### config.mk
export PLATFORM = sky130hd
export DESIGN_NAME = fpu_addsub_issue
export DESIGN_NICKNAME = d
export VERILOG_FILES = /design/src/rtl/fpu_addsub_issue.sv
export SDC_FILE = /design/constraint.sdc
export NUM_CORES = 1
export LEC_CHECK = 0
export CAP_MARGIN = 20
export CORE_MARGIN = 1
export CORE_UTILIZATION = 40
export CTS_CLUSTER_DIAMETER = 50
export DETAILED_ROUTE_END_ITERATION = 10
export PLACE_DENSITY = 0.66
export SKIP_LAST_GASP = 1
export SYNTH_ARGS = -nofsm -noshare
export SYNTH_HDL_FRONTEND = slang
export SYNTH_SLANG_ARGS = --single-unit
### constraint.sdc
create_clock -name clk_i -period 17 [get_ports clk_i]
set_input_delay 3.4 -clock clk_i [delete_from_list [all_inputs] [get_ports clk_i]]
set_output_delay 3.4 -clock clk_i [all_outputs]
set_load 0.01 [all_outputs]
### src/rtl/fpu_addsub_issue.sv
// FADD.S/FSUB.S issue stage: rm resolve, NaN/Inf handling, registered result and sticky fflags; valid 2 cycles after accept.
// Result held in RESP until rsp_ready_i; define FPU_ADDSUB_OVERLAP_EN to accept a new request on the response handshake.
module fpu_addsub_issue #(
    parameter logic [31:0] CANON_NAN = 32'h7FC00000
) (
    input  logic        clk_i,
    input  logic        rstn_i,
    input  logic        req_valid_i,
    output logic        req_ready_o,
    input  logic [31:0] rs1_i,
    input  logic [31:0] rs2_i,
    input  logic        sub_i,
    input  logic [2:0]  frm_i,
    input  logic [2:0]  fcsr_frm_i,
    input  logic [4:0]  tag_i,
    output logic        rsp_valid_o,
    input  logic        rsp_ready_i,
    output logic [31:0] rsp_c_o,
    output logic [4:0]  rsp_fflags_o,
    output logic [4:0]  rsp_tag_o,
    output logic [4:0]  fflags_acc_o,
    input  logic        fflags_clr_i
);
    localparam logic [1:0] ST_IDLE = 2'd0;
    localparam logic [1:0] ST_CALC = 2'd1;
    localparam logic [1:0] ST_RESP = 2'd2;
`ifdef FPU_ADDSUB_OVERLAP_EN
    localparam bit OVERLAP = 1'b1;
`else
    localparam bit OVERLAP = 1'b0;
`endif

    logic [1:0]  state_q, state_d;
    logic [31:0] a_q, b_q;
    logic        sub_q;
    logic [2:0]  rm_q;
    logic [4:0]  tag_q;
    logic [31:0] rsp_c_q;
    logic [4:0]  rsp_f_q, rsp_tag_q, acc_q, acc_d;
    logic        req_acc, rsp_hs;

    assign rsp_valid_o  = (state_q == ST_RESP);
    assign req_ready_o  = (state_q == ST_IDLE) || (OVERLAP && rsp_valid_o && rsp_ready_i);
    assign req_acc      = req_valid_i && req_ready_o;
    assign rsp_hs       = rsp_valid_o && rsp_ready_i;
    assign rsp_c_o      = rsp_c_q;
    assign rsp_fflags_o = rsp_f_q;
    assign rsp_tag_o    = rsp_tag_q;
    assign fflags_acc_o = acc_q;

    always_comb begin
        state_d = state_q;
        case (state_q)
            ST_IDLE: if (req_acc) state_d = ST_CALC;
            ST_CALC: state_d = ST_RESP;
            ST_RESP: if (rsp_hs) state_d = req_acc ? ST_CALC : ST_IDLE;
            default: state_d = ST_IDLE;
        endcase
    end

    // A clear coinciding with a handshake keeps the newly delivered flags.
    assign acc_d = (fflags_clr_i ? 5'd0 : acc_q) | (rsp_hs ? rsp_f_q : 5'd0);

    function automatic logic [4:0] lzc27(input logic [26:0] v);
        lzc27 = 5'd27;
        for (int i = 0; i < 27; i++) begin
            if (v[i]) lzc27 = 5'(26 - i);
        end
    endfunction

    // Finite-operand add core; x always carries the larger magnitude.
    logic [31:0] b_eff, x, y, core_c;
    logic [4:0]  core_f, lz, lsh;
    logic        a_big, eff_sub, res_sign, g, st, nx, uf, rnd_up, ovf_inf;
    logic [9:0]  ex, ey, dexp, em1, en, e_out;
    logic [26:0] mx_ext, my_ext, my_al, norm;
    logic [27:0] sum;
    logic [24:0] r;
    logic [22:0] mant;

    assign b_eff = {b_q[31] ^ sub_q, b_q[30:0]};

    always_comb begin
        a_big   = a_q[30:0] >= b_eff[30:0];
        x       = a_big ? a_q : b_eff;
        y       = a_big ? b_eff : a_q;
        eff_sub = x[31] ^ y[31];
        ex      = (x[30:23] == 8'd0) ? 10'd1 : {2'b00, x[30:23]};
        ey      = (y[30:23] == 8'd0) ? 10'd1 : {2'b00, y[30:23]};
        mx_ext  = {|x[30:23], x[22:0], 3'b000};
        my_ext  = {|y[30:23], y[22:0], 3'b000};
        dexp    = ex - ey;
        if (dexp >= 10'd27) begin
            my_al = {26'd0, |my_ext};
        end else begin
            my_al = (my_ext >> dexp) | {26'd0, |(my_ext & ((27'd1 << dexp) - 27'd1))};
        end
        sum = eff_sub ? ({1'b0, mx_ext} - {1'b0, my_al}) : ({1'b0, mx_ext} + {1'b0, my_al});
        lz  = lzc27(sum[26:0]);
        em1 = ex - 10'd1;
        if (sum[27]) begin
            norm = {sum[27:2], |sum[1:0]};
            en   = ex + 10'd1;
            lsh  = 5'd0;
        end else begin
            // Normalisation stops at the minimum exponent so subnormals stay subnormal.
            lsh  = ({5'd0, lz} > em1) ? em1[4:0] : lz;
            norm = sum[26:0] << lsh;
            en   = ex - {5'd0, lsh};
        end
        res_sign = (sum == 28'd0 && eff_sub) ? (rm_q == 3'b010) : x[31];
        g  = norm[2];
        st = |norm[1:0];
        nx = g || st;
        case (rm_q)
            3'b000:  rnd_up = g && (st || norm[3]);
            3'b010:  rnd_up = nx && res_sign;
            3'b011:  rnd_up = nx && !res_sign;
            3'b100:  rnd_up = g;
            default: rnd_up = 1'b0;
        endcase
        r     = {1'b0, norm[26:3]} + {24'd0, rnd_up};
        e_out = r[24] ? en + 10'd1 : (r[23] ? en : 10'd0);
        mant  = r[24] ? r[23:1] : r[22:0];
        uf    = nx && (e_out == 10'd0);
        case (rm_q)
            3'b001:  ovf_inf = 1'b0;
            3'b010:  ovf_inf = res_sign;
            3'b011:  ovf_inf = !res_sign;
            default: ovf_inf = 1'b1;
        endcase
        if (e_out >= 10'd255) begin
            core_c = ovf_inf ? {res_sign, 8'hFF, 23'd0} : {res_sign, 8'hFE, 23'h7FFFFF};
            core_f = 5'b00101;
        end else begin
            core_c = {res_sign, e_out[7:0], mant};
            core_f = {3'b000, uf, nx};
        end
    end

    logic        a_nan, b_nan, a_inf, b_inf;
    logic [31:0] res_c;
    logic [4:0]  res_f;

    assign a_nan = (&a_q[30:23]) && (|a_q[22:0]);
    assign b_nan = (&b_q[30:23]) && (|b_q[22:0]);
    assign a_inf = (&a_q[30:23]) && !(|a_q[22:0]);
    assign b_inf = (&b_q[30:23]) && !(|b_q[22:0]);

    always_comb begin
        res_c = core_c;
        res_f = core_f;
        if (rm_q inside {3'b101, 3'b110, 3'b111}) begin
            res_c = CANON_NAN;
            res_f = 5'b10000;
        end else if (a_nan || b_nan) begin
            res_c = CANON_NAN;
            res_f = {(a_nan && !a_q[22]) || (b_nan && !b_q[22]), 4'b0000};
        end else if (a_inf && b_inf && (a_q[31] != b_eff[31])) begin
            res_c = CANON_NAN;
            res_f = 5'b10000;
        end else if (a_inf) begin
            res_c = a_q;
            res_f = 5'b00000;
        end else if (b_inf) begin
            res_c = b_eff;
            res_f = 5'b00000;
        end
    end

    always_ff @(posedge clk_i or negedge rstn_i) begin
        if (!rstn_i) begin
            state_q   <= ST_IDLE;
            a_q       <= '0;
            b_q       <= '0;
            sub_q     <= 1'b0;
            rm_q      <= '0;
            tag_q     <= '0;
            rsp_c_q   <= '0;
            rsp_f_q   <= '0;
            rsp_tag_q <= '0;
            acc_q     <= '0;
        end else begin
            state_q <= state_d;
            acc_q   <= acc_d;
            if (req_acc) begin
                a_q   <= rs1_i;
                b_q   <= rs2_i;
                sub_q <= sub_i;
                tag_q <= tag_i;
                rm_q  <= (frm_i == 3'b111) ? fcsr_frm_i : frm_i;
            end
            if (state_q == ST_CALC) begin
                rsp_c_q   <= res_c;
                rsp_f_q   <= res_f;
                rsp_tag_q <= tag_q;
            end
        end
    end
endmodule

==> flow_metrics.py, run 1 <==
metrics = {
    "layout": {
        "stdcell_area_um2": 20000,
        "area_growth_pct": 15.9,
        "nNetsFinal": 2726,
        "layout_commonest_cell": "nand2_1",
        "antenna_cells": 0,
        "drive_gt1_share_pct": 9.87,
        "final_cell_mix": "nand2_1 (409), a21oi_1 (203), nor2_1 (203)",
        "stdcell_count": 3092,
    },
    "min_path": {
        "hold_start": "tag_q[0]",
        "hold_path_class": "reg -> reg",
    },
    "synthesis": {
        "synth_compound_area_share_pct": 29.7,
        "avgSynthCellArea_um2": 7.04,
        "yosysWarnings": 0,
        "synth_area_um2": 17200,
        "synthSimpleGateAreaFrac_pct": 27.1,
        "synth_cells": 2447,
        "ys_async_sr_fraction_pct": 100,
        "synthAdderAreaFrac_pct": 7.88,
        "seq_area_frac_synth_pct": 17.4,
        "synth-edff-count": 0,
        "synth_top_family_by_area": "compound AO/OA/AOI/OAI gates",
        "synthFlopType": "dfrtp_1",
        "ys_ff_latch": 120,
        "yosysTopAreaCellShare_pct": 17.4,
        "synth_xor_xnor_area_share_pct": 3.20,
        "ys_types": 115,
        "synthTopCellsByArea": "dfrtp_1 (17%), nand2_1 (8.9%), ha_1 (7.4%)",
        "synth_area_leader_cell": "dfrtp_1",
        "synth.mux.area_fraction_pct": 8.33,
    },
    "drt": {
        "dr.first_iter.drc_count": 2102,
        "drtAntennaViolNets": 0,
        "vias": 19600,
        "vias_per_cell": 6.33,
        "drtPass1Iterations": 6,
        "drt-total-wl_um": 69900,
        "drc_errors": 0,
        "post_drt_wl_per_cell_um": 22.6,
    },
    "die": {
        "rows": 75,
        "fp.dieH_um": 210,
        "core_area_um2": 42200,
        "die_w_um": 210,
        "ios": 130,
        "floorplan.initialDensity_pct": 40.8,
        "die_area_um2": 43900,
    },
    "global_route": {
        "grt.overflow.total": 0,
        "grt_max_degree": 85,
        "grt_pass1_wl_um": 108000,
        "track_usage_pct": 31.4,
        "grt_pass1_vias": 18400,
        "antenna_found_initial": 0,
    },
    "place": {
        "gp_congestion": 1.01,
        "dpl-instance-area_um2": 19200,
        "place_hpwl_um": 56000,
        "io_buffers": 127,
        "pre_cts_ws_ns": 0.529,
        "dp.cells": 3050,
    },
    "sta": {
        "post-route-period-util_pct": 94.2,
        "fmax_mhz": 62.5,
        "setup_viol": 0,
        "max_slew_margin_pct": 23.2,
        "worst_pin_slew_ns": 1.14,
        "fin_worst_skew_ns": 0.0194,
        "setup_ws_ns": 0.989,
        "hold_viol_final": 0,
        "fin_crit_ns": 16.01,
        "maxSlewViolCount": 0,
    },
    "setup_path": {
        "worst_setup_path_end_kind": "flop",
        "start_kind": "flop",
        "cpMostUsedCell": "a21oi_1",
        "cp.required_ns": 17.31,
        "crit_fanout": 20,
        "rr_startpoint": "b_q[22]",
        "cp.arrival_ns": 16.32,
        "critPathMaxStageDelay_ns": 0.55,
        "worst-setup-path-type": "reg -> reg",
        "slowest_stage": "fa_1",
        "crit_start": "b_q[22]",
    },
    "clock_network": {
        "cts_max_level": 4,
        "hold_buffers": 0,
        "clock-sinks": 120,
        "clk_root_buffer_cell": "clkbuf_16",
        "cts_tree": "done",
        "path_clk_slew_ns": 0.07,
        "cts_buffers": 17,
        "clk_latency_ns": 0.44,
        "cts_buffer_depth": 2,
    },
    "status": {
        "outcome": "finished clean",
    },
    "flow_run": {
        "drv_cap": 0,
    },
}
## worst max-delay path: cells and delay by family (launching register included)
family	cells	cell delay, ns
buffers and inverters	9	1.50
and+or+nand+nor	23	5.07
adders and majority gates	5	1.70
muxes	1	0.37
DFF	1	0.50
xor gates and xnor gates	1	0.12
AOI/OAI and AO/OA	31	6.55
## worst paths after layout
check                                to  slack, ns  cells past startpoint
max reg2reg                  rsp_c_o[8]       0.99                     70
max                          rsp_c_o[8]       0.99                     70
min                        rsp_tag_o[0]       0.46                      2
min reg2reg                rsp_tag_o[0]       0.46                      2
max in group asynchronous       b_q[28]      12.64                      2
min in group asynchronous   rsp_c_o[14]       2.97                      1
## what timing repair did
item                       4_1_cts  5_1_grt
resized for setup                0       24
buffers inserted                 0        8
setup endpoints to repair        0       34
## cell usage after synthesis (11+ instances only)
| library cell | n |
|---|---|
| nand2b_1 | 30 |
| nand2_1 | 410 |
| o2111ai_1 | 13 |
| o21ai_0 | 170 |
| or2_2 | 12 |
| a211oi_1 | 37 |
| a21oi_1 | 204 |
| xor2_1 | 22 |
| nor3_1 | 67 |
| nand4_1 | 47 |
| o21a_1 | 18 |
| clkbuf_1 | 90 |
| mux4_2 | 13 |
| buf_1 | 18 |
| o22ai_1 | 19 |
| a32oi_1 | 12 |
| nor2_1 | 206 |
| dfrtp_1 | 120 |
| a31oi_1 | 31 |
| or3_1 | 22 |
| and3_1 | 22 |
| and2_1 | 23 |
| inv_1 | 118 |
| o21ai_1 | 23 |
| buf_2 | 18 |
| nor2b_1 | 14 |
| a21o_1 | 36 |
| xnor2_1 | 41 |
| mux2_2 | 28 |
| o211a_1 | 11 |
| ha_1 | 102 |
| o21bai_1 | 13 |
| nand3_1 | 61 |
| o211ai_1 | 30 |
| nor4_1 | 30 |
| o31ai_1 | 22 |
| mux2i_1 | 77 |
## registers in the layout, indices dropped and copies added (netlist names)
register      cells
state_q           2
b_q              32
rsp_c_o          32
fflags_acc_o      4
rm_q              3
sub_q             1
tag_q             5
rsp_fflags_o      4
a_q              32
rsp_tag_o         5
## layout make-up
| type | instances | area (um2) |
|---|---|---|
| sequential | 120 | 3000 |
| tap | 539 | 674 |
| timing repair buffer | 213 | 1910 |
| inverter | 122 | 459 |
| multi-input combinational | 2066 | 13300 |
| clock inverter | 15 | 180 |
| clock buffer | 17 | 425 |
| fill | 4307 | 22300 |
## layer usage
layer	share of wire, %	routed length (um)	track usage [%]	vias to the layer above
met5	0	0	0	-
met4	2.9	2000	9.84	0
met3	8.1	5670	4.50	119
met2	44	30600	48.1	889
met1	45	31600	45.4	9402
li1	-	-	-	9164
## logic make-up (layout without fill, tap and decap cells)
family                     Yosys count  count (layout)
xor gates and xnor gates            63              63
other                                1               2
AOI/OAI and AO/OA                  774             774
buffers and inverters              263             367
muxes                              122             122
DFF                                120             120
adders and majority gates          107             107
and+or+nand+nor                    997             998
## stage by stage
stage	setup TNS (ns)	hold slack [ns]	utilization, %
CTS	0	0.467	46.8
detailed placement	0	0.453	45.4
floorplan	0	0.439	-
global route	-0.471	0.493	47.3
global placement	0	0.448	45.4
finish	0	0.463	47.3
Power of run 1 is left out: the tool's default activity adds up to more than one toggle a clock period on the data nets, which glitch-free logic cannot reach.
==> run 2, diff against run 1 <==
--- a/config.mk
+++ b/config.mk
@@ -6,7 +6,6 @@
 export NUM_CORES = 1
 export LEC_CHECK = 0
 export CAP_MARGIN = 20
-export CORE_MARGIN = 1
 export CORE_UTILIZATION = 40
 export CTS_CLUSTER_DIAMETER = 50
 export DETAILED_ROUTE_END_ITERATION = 10
==> results of run 2 <==
The final DEF is identical to that of run 1; final timing and power are the same.
Power of run 2 is left out for the same reason.
